**config.mk**
```make
export PLATFORM = sky130hd
export DESIGN_NAME = uart_rx_ctrl
export DESIGN_NICKNAME = d
export VERILOG_FILES = /design/src/rtl/uart_rx_ctrl.sv
export SDC_FILE = /design/constraint.sdc
export NUM_CORES = 1
export LEC_CHECK = 0
export CORE_MARGIN = 3
export CORE_UTILIZATION = 25
export CTS_BUF_LIST = sky130_fd_sc_hd__clkbuf_2
export DETAILED_ROUTE_END_ITERATION = 12
export GPL_TIMING_DRIVEN = 0
export PLACE_DENSITY = 0.43
export SLEW_MARGIN = 20
export SYNTH_ARGS = -nofsm -noshare
export SYNTH_HDL_FRONTEND = slang
export SYNTH_SLANG_ARGS = --single-unit
```
**constraint.sdc**
```tcl
create_clock -name i_clk -period 2.05 [get_ports i_clk]
set_input_delay 0.41 -clock i_clk [delete_from_list [all_inputs] [get_ports i_clk]]
set_output_delay 0.41 -clock i_clk [all_outputs]
set_load 0.01 [all_outputs]
```
**src/rtl/uart_rx_ctrl.sv**
```systemverilog
// ---------------------------------------------------------------------------
// uart_rx_ctrl
//
// UART receive sequencer. Oversamples the asynchronous RX line, detects the
// start bit, times mid-bit samples and steers an external sipo shift
// register through clear/shift strobes. Frames are LSB first: one start bit,
// N data bits, one stop bit. A completed frame is offered on a valid/ready
// handshake.
//
// Parameters
//   N             data bits per frame (>= 1)
//   CLKS_PER_BIT  clock cycles per bit period (>= 4, even)
//
// Ports
//   i_clk         system clock
//   i_rst_n       asynchronous active-low reset
//   i_rx          serial line, idle high (asynchronous)
//   o_sipo_clr    one-cycle clear to the sipo (first START cycle)
//   o_sipo_shift  one-cycle shift strobe to the sipo (mid data bit)
//   o_sipo_data   serial bit for the sipo, meaningful while o_sipo_shift=1
//   i_sipo_q      parallel sipo contents (new bit enters MSB)
//   o_data        received word, stable while o_valid=1
//   o_valid       o_data holds an unconsumed frame
//   i_ready       consumer takes o_data when o_valid & i_ready
//   o_frame_err   one-cycle pulse: stop bit sampled low
//   o_overrun     one-cycle pulse: frame completed but dropped
// ---------------------------------------------------------------------------
module uart_rx_ctrl #(
  parameter int N            = 8,
  parameter int CLKS_PER_BIT = 16
) (
  input  logic         i_clk,
  input  logic         i_rst_n,
  input  logic         i_rx,
  output logic         o_sipo_clr,
  output logic         o_sipo_shift,
  output logic         o_sipo_data,
  input  logic [N-1:0] i_sipo_q,
  output logic [N-1:0] o_data,
  output logic         o_valid,
  input  logic         i_ready,
  output logic         o_frame_err,
  output logic         o_overrun
);

  localparam int CW = (CLKS_PER_BIT > 1) ? $clog2(CLKS_PER_BIT) : 1;
  localparam int IW = $clog2(N + 1);

  localparam logic [CW-1:0] HALF_LAST = CW'(CLKS_PER_BIT / 2 - 1);
  localparam logic [CW-1:0] BIT_LAST  = CW'(CLKS_PER_BIT - 1);
  localparam logic [IW-1:0] IDX_LAST  = IW'(N - 1);

  generate
    if (N < 1 || CLKS_PER_BIT < 4 || (CLKS_PER_BIT % 2) != 0) begin : g_param_check
      $error("uart_rx_ctrl: need N >= 1 and CLKS_PER_BIT >= 4 and even");
    end
  endgenerate

  typedef enum logic [2:0] {
    S_IDLE,
    S_START,
    S_DATA,
    S_STOP,
    S_BREAK
  } state_t;

  state_t          state_q, state_d;
  logic [CW-1:0]   cnt_q, cnt_d;
  logic [IW-1:0]   idx_q, idx_d;
  logic            rx_meta_q, rx_s_q;
  logic [N-1:0]    data_q, data_d;
  logic            valid_q, valid_d;
  logic            ferr_q, ferr_d;
  logic            ovr_q, ovr_d;
  logic            sipo_clr, sipo_shift, complete;

  // Two-flop synchronizer; resets to the idle line level so reset release
  // never looks like a start bit.
  always_ff @(posedge i_clk or negedge i_rst_n) begin
    if (!i_rst_n) begin
      rx_meta_q <= 1'b1;
      rx_s_q    <= 1'b1;
    end else begin
      rx_meta_q <= i_rx;
      rx_s_q    <= rx_meta_q;
    end
  end

  always_comb begin
    state_d    = state_q;
    cnt_d      = cnt_q + 1'b1;
    idx_d      = idx_q;
    data_d     = data_q;
    valid_d    = valid_q;
    ferr_d     = 1'b0;
    ovr_d      = 1'b0;
    sipo_clr   = 1'b0;
    sipo_shift = 1'b0;
    complete   = 1'b0;

    // Consumer handshake; a completion below may re-set valid in the same cycle.
    if (valid_q && i_ready) begin
      valid_d = 1'b0;
    end

    case (state_q)
      S_IDLE: begin
        cnt_d = '0;
        if (!rx_s_q) begin
          state_d = S_START;
        end
      end
      S_START: begin
        // START always begins with cnt=0, so this fires exactly once per entry.
        sipo_clr = (cnt_q == '0);
        if (cnt_q == HALF_LAST) begin
          // Line back high at mid start bit: treat as a glitch, silently.
          state_d = rx_s_q ? S_IDLE : S_DATA;
        end
      end
      S_DATA: begin
        if (cnt_q == BIT_LAST) begin
          sipo_shift = 1'b1;
          idx_d      = idx_q + 1'b1;
          cnt_d      = '0;
          if (idx_q == IDX_LAST) begin
            state_d = S_STOP;
          end
        end
      end
      S_STOP: begin
        // Leaving half a bit early lets a back-to-back start bit be caught.
        if (cnt_q == BIT_LAST) begin
          if (rx_s_q) begin
            complete = 1'b1;
            state_d  = S_IDLE;
          end else begin
            ferr_d  = 1'b1;
            state_d = S_BREAK;
          end
        end
      end
      S_BREAK: begin
        cnt_d = '0;
        if (rx_s_q) begin
          state_d = S_IDLE;
        end
      end
      default: begin
        state_d = S_IDLE;
      end
    endcase

    if (state_d != state_q) begin
      cnt_d = '0;
      idx_d = '0;
    end

    // A consumer taking the old word in the stop-sample cycle frees the slot.
    if (complete) begin
      if (!valid_q || i_ready) begin
        data_d  = i_sipo_q;
        valid_d = 1'b1;
      end else begin
        ovr_d = 1'b1;
      end
    end
  end

  always_ff @(posedge i_clk or negedge i_rst_n) begin
    if (!i_rst_n) begin
      state_q <= S_IDLE;
      cnt_q   <= '0;
      idx_q   <= '0;
      data_q  <= '0;
      valid_q <= 1'b0;
      ferr_q  <= 1'b0;
      ovr_q   <= 1'b0;
    end else begin
      state_q <= state_d;
      cnt_q   <= cnt_d;
      idx_q   <= idx_d;
      data_q  <= data_d;
      valid_q <= valid_d;
      ferr_q  <= ferr_d;
      ovr_q   <= ovr_d;
    end
  end

  assign o_sipo_clr   = sipo_clr;
  assign o_sipo_shift = sipo_shift;
  assign o_sipo_data  = sipo_shift & rx_s_q;
  assign o_data       = data_q;
  assign o_valid      = valid_q;
  assign o_frame_err  = ferr_q;
  assign o_overrun    = ovr_q;

endmodule

```
==> run metrics <==
largest net degree at the start of global routing=25; area growth from synthesis to layout=45.6%; Fin Setup TNS=0 ps; CTS buffer count=3; Setup crit end kind=primary output; shortest period the worst path allows=1980 ps; layout cells sized above 1=33.6%; number of synthesized register bits=24; Rows=23; slowest CP cell=dfrtp_1; root buf cell=clkbuf_2; WL/cell=13.4 um; Setup WS pre-CTS=-87.9 ps; htree depth=1; Die Ht=73.3 um; Slowest Stage Delay on Critical Path=480 ps; initial antenna violation count=0; Layout fillers=407; most common cell in the netlist=dfrtp_1; Synth area leader=dfrtp_1; area of the multi-input gates=571 um2; Core Area=0.00417 mm2; Post-DP HPWL=1700 um; Max-Cap Viols=0; Pre-antenna DRT Iters=4; fin. max-slew vios=0; clock buffer depth=2; top area cells in the synthesized netlist=dfrtp_1 49%, mux2_2 8.0%, dfstp_2 4.6%, ha_1 3.3%, nor4_1 3.3%; vias post-DR=893; Worst-Skew Late Latency=340 ps; Cell Chain, Critical Path=buf_6 > inv_4 > ha_4 > nand2b_4 > nor4_4 > buf_2; cells after synthesis=100; Design Power=1.79 mW; I/O Buffers=25; clk sinks=24; Vias/cell=4.70; GRT Util Overall=9.85%; fmax=505 MHz; vias in the first global route=879; Boundary Pins=26; worst-margin pin slew=531 ps; Hold WC Path Type=flop to flop; Initial DRC Count=24; DRC viols=0; Die ar.=0.00537 mm2; Clock transition at path regs=240 ps; Post-synth EDFFs=0; global-route wire length before repair=4200 um; grt total ovfl=0; Initial Util=27.1%; post-synthesis cell type count=32; register area=604 um2; status=finished, final reports clean; Antenna diodes=0; Core Util, Final=39.5%; worst ir drop on vdd=0.320 mV; register area share after synthesis=53.3%; placed cell count=175; die width=73.3 um; synthesized cell area=0.00113 mm2; non-filler cells, final=190; WP data arrival=1570 ps; WS Path Type=flop to primary output; Setup WS post-layout=71.6 ps; startpoint types=flop; Yosys top cell area share=48.6%; Mapped Avg Cell Area=11.3 um2; final WL=2540 um; yosys warns=0; fin nets=156; PwrDens=1080 mW/mm2; final hold vios=0; Async S/R FF share, synth=100%; crit-path max FO=3; RSZ-0062 raised after global routing=true; Leakage=0.721 nW; antenna viol nets, final=0; most common library cells after synthesis=22 x dfrtp_1, 8 x mux2_2; period utilisation layout=96.5%; synthesized net count=115; Final setup viols=0; Post-synth top flop=dfrtp_1; CTS tree=built; worst path required time=1640 ps; Setup Skew=4.32 ps; max-slew headroom at the worst pin=64.6%; GPL Wtd Cong=0.744
-- where the power goes --
| part | leakage (nW) | total (mW) | internal, mW | switching, mW |
|---|---|---|---|---|
| clock network | 0.0266 | 0.318 | 0.168 | 0.150 |
| logic | 0.381 | 0.800 | 0.404 | 0.397 |
| registers | 0.313 | 0.666 | 0.587 | 0.0790 |
| total | 0.721 | 1.79 | 1.16 | 0.626 |
-- final timing paths --
| kind | start | endpoint | slack [ps] | depth (start not counted) |
|---|---|---|---|---|
| worst max-delay path | cnt_q[0] | o_sipo_clr | 70 | 6 |
| worst min-delay path | rx_meta_q | rx_s_q | 380 | 0 |
| worst max register to register | cnt_q[1] | o_data[6] | 90 | 7 |
| worst min register to register | rx_meta_q | rx_s_q | 380 | 0 |
| max in group asynchronous | i_rst_n | state_q[0] | 1140 | 2 |
| min in group asynchronous | i_rst_n | o_data[1] | 530 | 2 |
-- critical path, delay by kind of cell (launching register included) --
family                     cells  cell delay (ps)
adders and majority gates      1              130
DFF                            1              480
buffers and inverters          3              360
and+or+nand+nor                2              250
-- cell usage in the layout (no fill, tap or decap), types with 3 or more instances in the layout --
master	synthesis	final
a21oi_1	3	3
buf_2	2	5
buf_4	1	10
clkbuf_2	1	5
clkdlybuf4s50_1	0	21
dfrtp_1	22	21
inv_1	4	3
mux2_2	8	8
nand2_1	6	6
nand3_1	4	4
nor2_1	6	6
nor3_1	6	6
nor4_1	6	3
xnor2_1	3	3
-- repair_timing --
action / in CTS / in global routing
endpoints found under the hold margin: 0 / 22
setup endpoints to repair: 3 / 3
buffers inserted: 6 / 4
pin swaps: 1 / 4
hold buffers: 0 / 1
gates cloned: 0 / 0
gates resized for setup: 17 / 16
-- area by class of cell --
class                   count  area share (%)
flip-flops and latches     24            36.6
multi-input cells          67            34.6
repair buffers             36            19.3
well taps                  50            3.79
clock inverters             1            1.82
plain buffers               5            1.82
inverters                   4            1.06
clock buffers               3           0.910
-- registers in the layout, indices dropped and copies added, names as in the netlist --
register     flops
o_data           8
cnt_q            4
idx_q            4
state_q          3
o_frame_err      1
o_overrun        1
o_valid          1
rx_meta_q        1
rx_s_q           1
-- logic make-up (layout without fill, tap and decap cells) --
family | Yosys count | in the layout | share of synthesized area, %
adder cells (fa/ha/maj) | 3 | 3 | 3.32
buffers and inverters | 9 | 49 | 3.65
AND/OR/NAND/NOR | 41 | 41 | 21.8
AO/OA/AOI/OAI | 9 | 9 | 5.30
multiplexers | 9 | 9 | 8.84
XOR/XNOR | 5 | 5 | 3.87
flip-flops | 24 | 24 | 53.3
-- stage by stage --
| stage | instance area, um2 | hold slack, ps |
|---|---|---|
| 6_report | 1650 | 375 |
| 5_1_grt | 1650 | 370 |
| 4_1_cts | 1560 | 378 |
| 3_5_place_dp | 1450 | 349 |
| 3_3_place_gp | 1450 | 350 |
| 2_1_floorplan | 1130 | 114 |
-- metal layers --
metal  up-vias  wire (um)  share of wire (%)  global-route usage, %
met3         2         78                3.1                   2.46
li1        436          -                  -                      -
met2        14       1280                 50                   15.6
met4         0         13               0.51                   2.41
met1       441       1170                 46                   13.5
met5         -          0                  0                      0
Note: power is estimated with default switching activity, not from simulation.
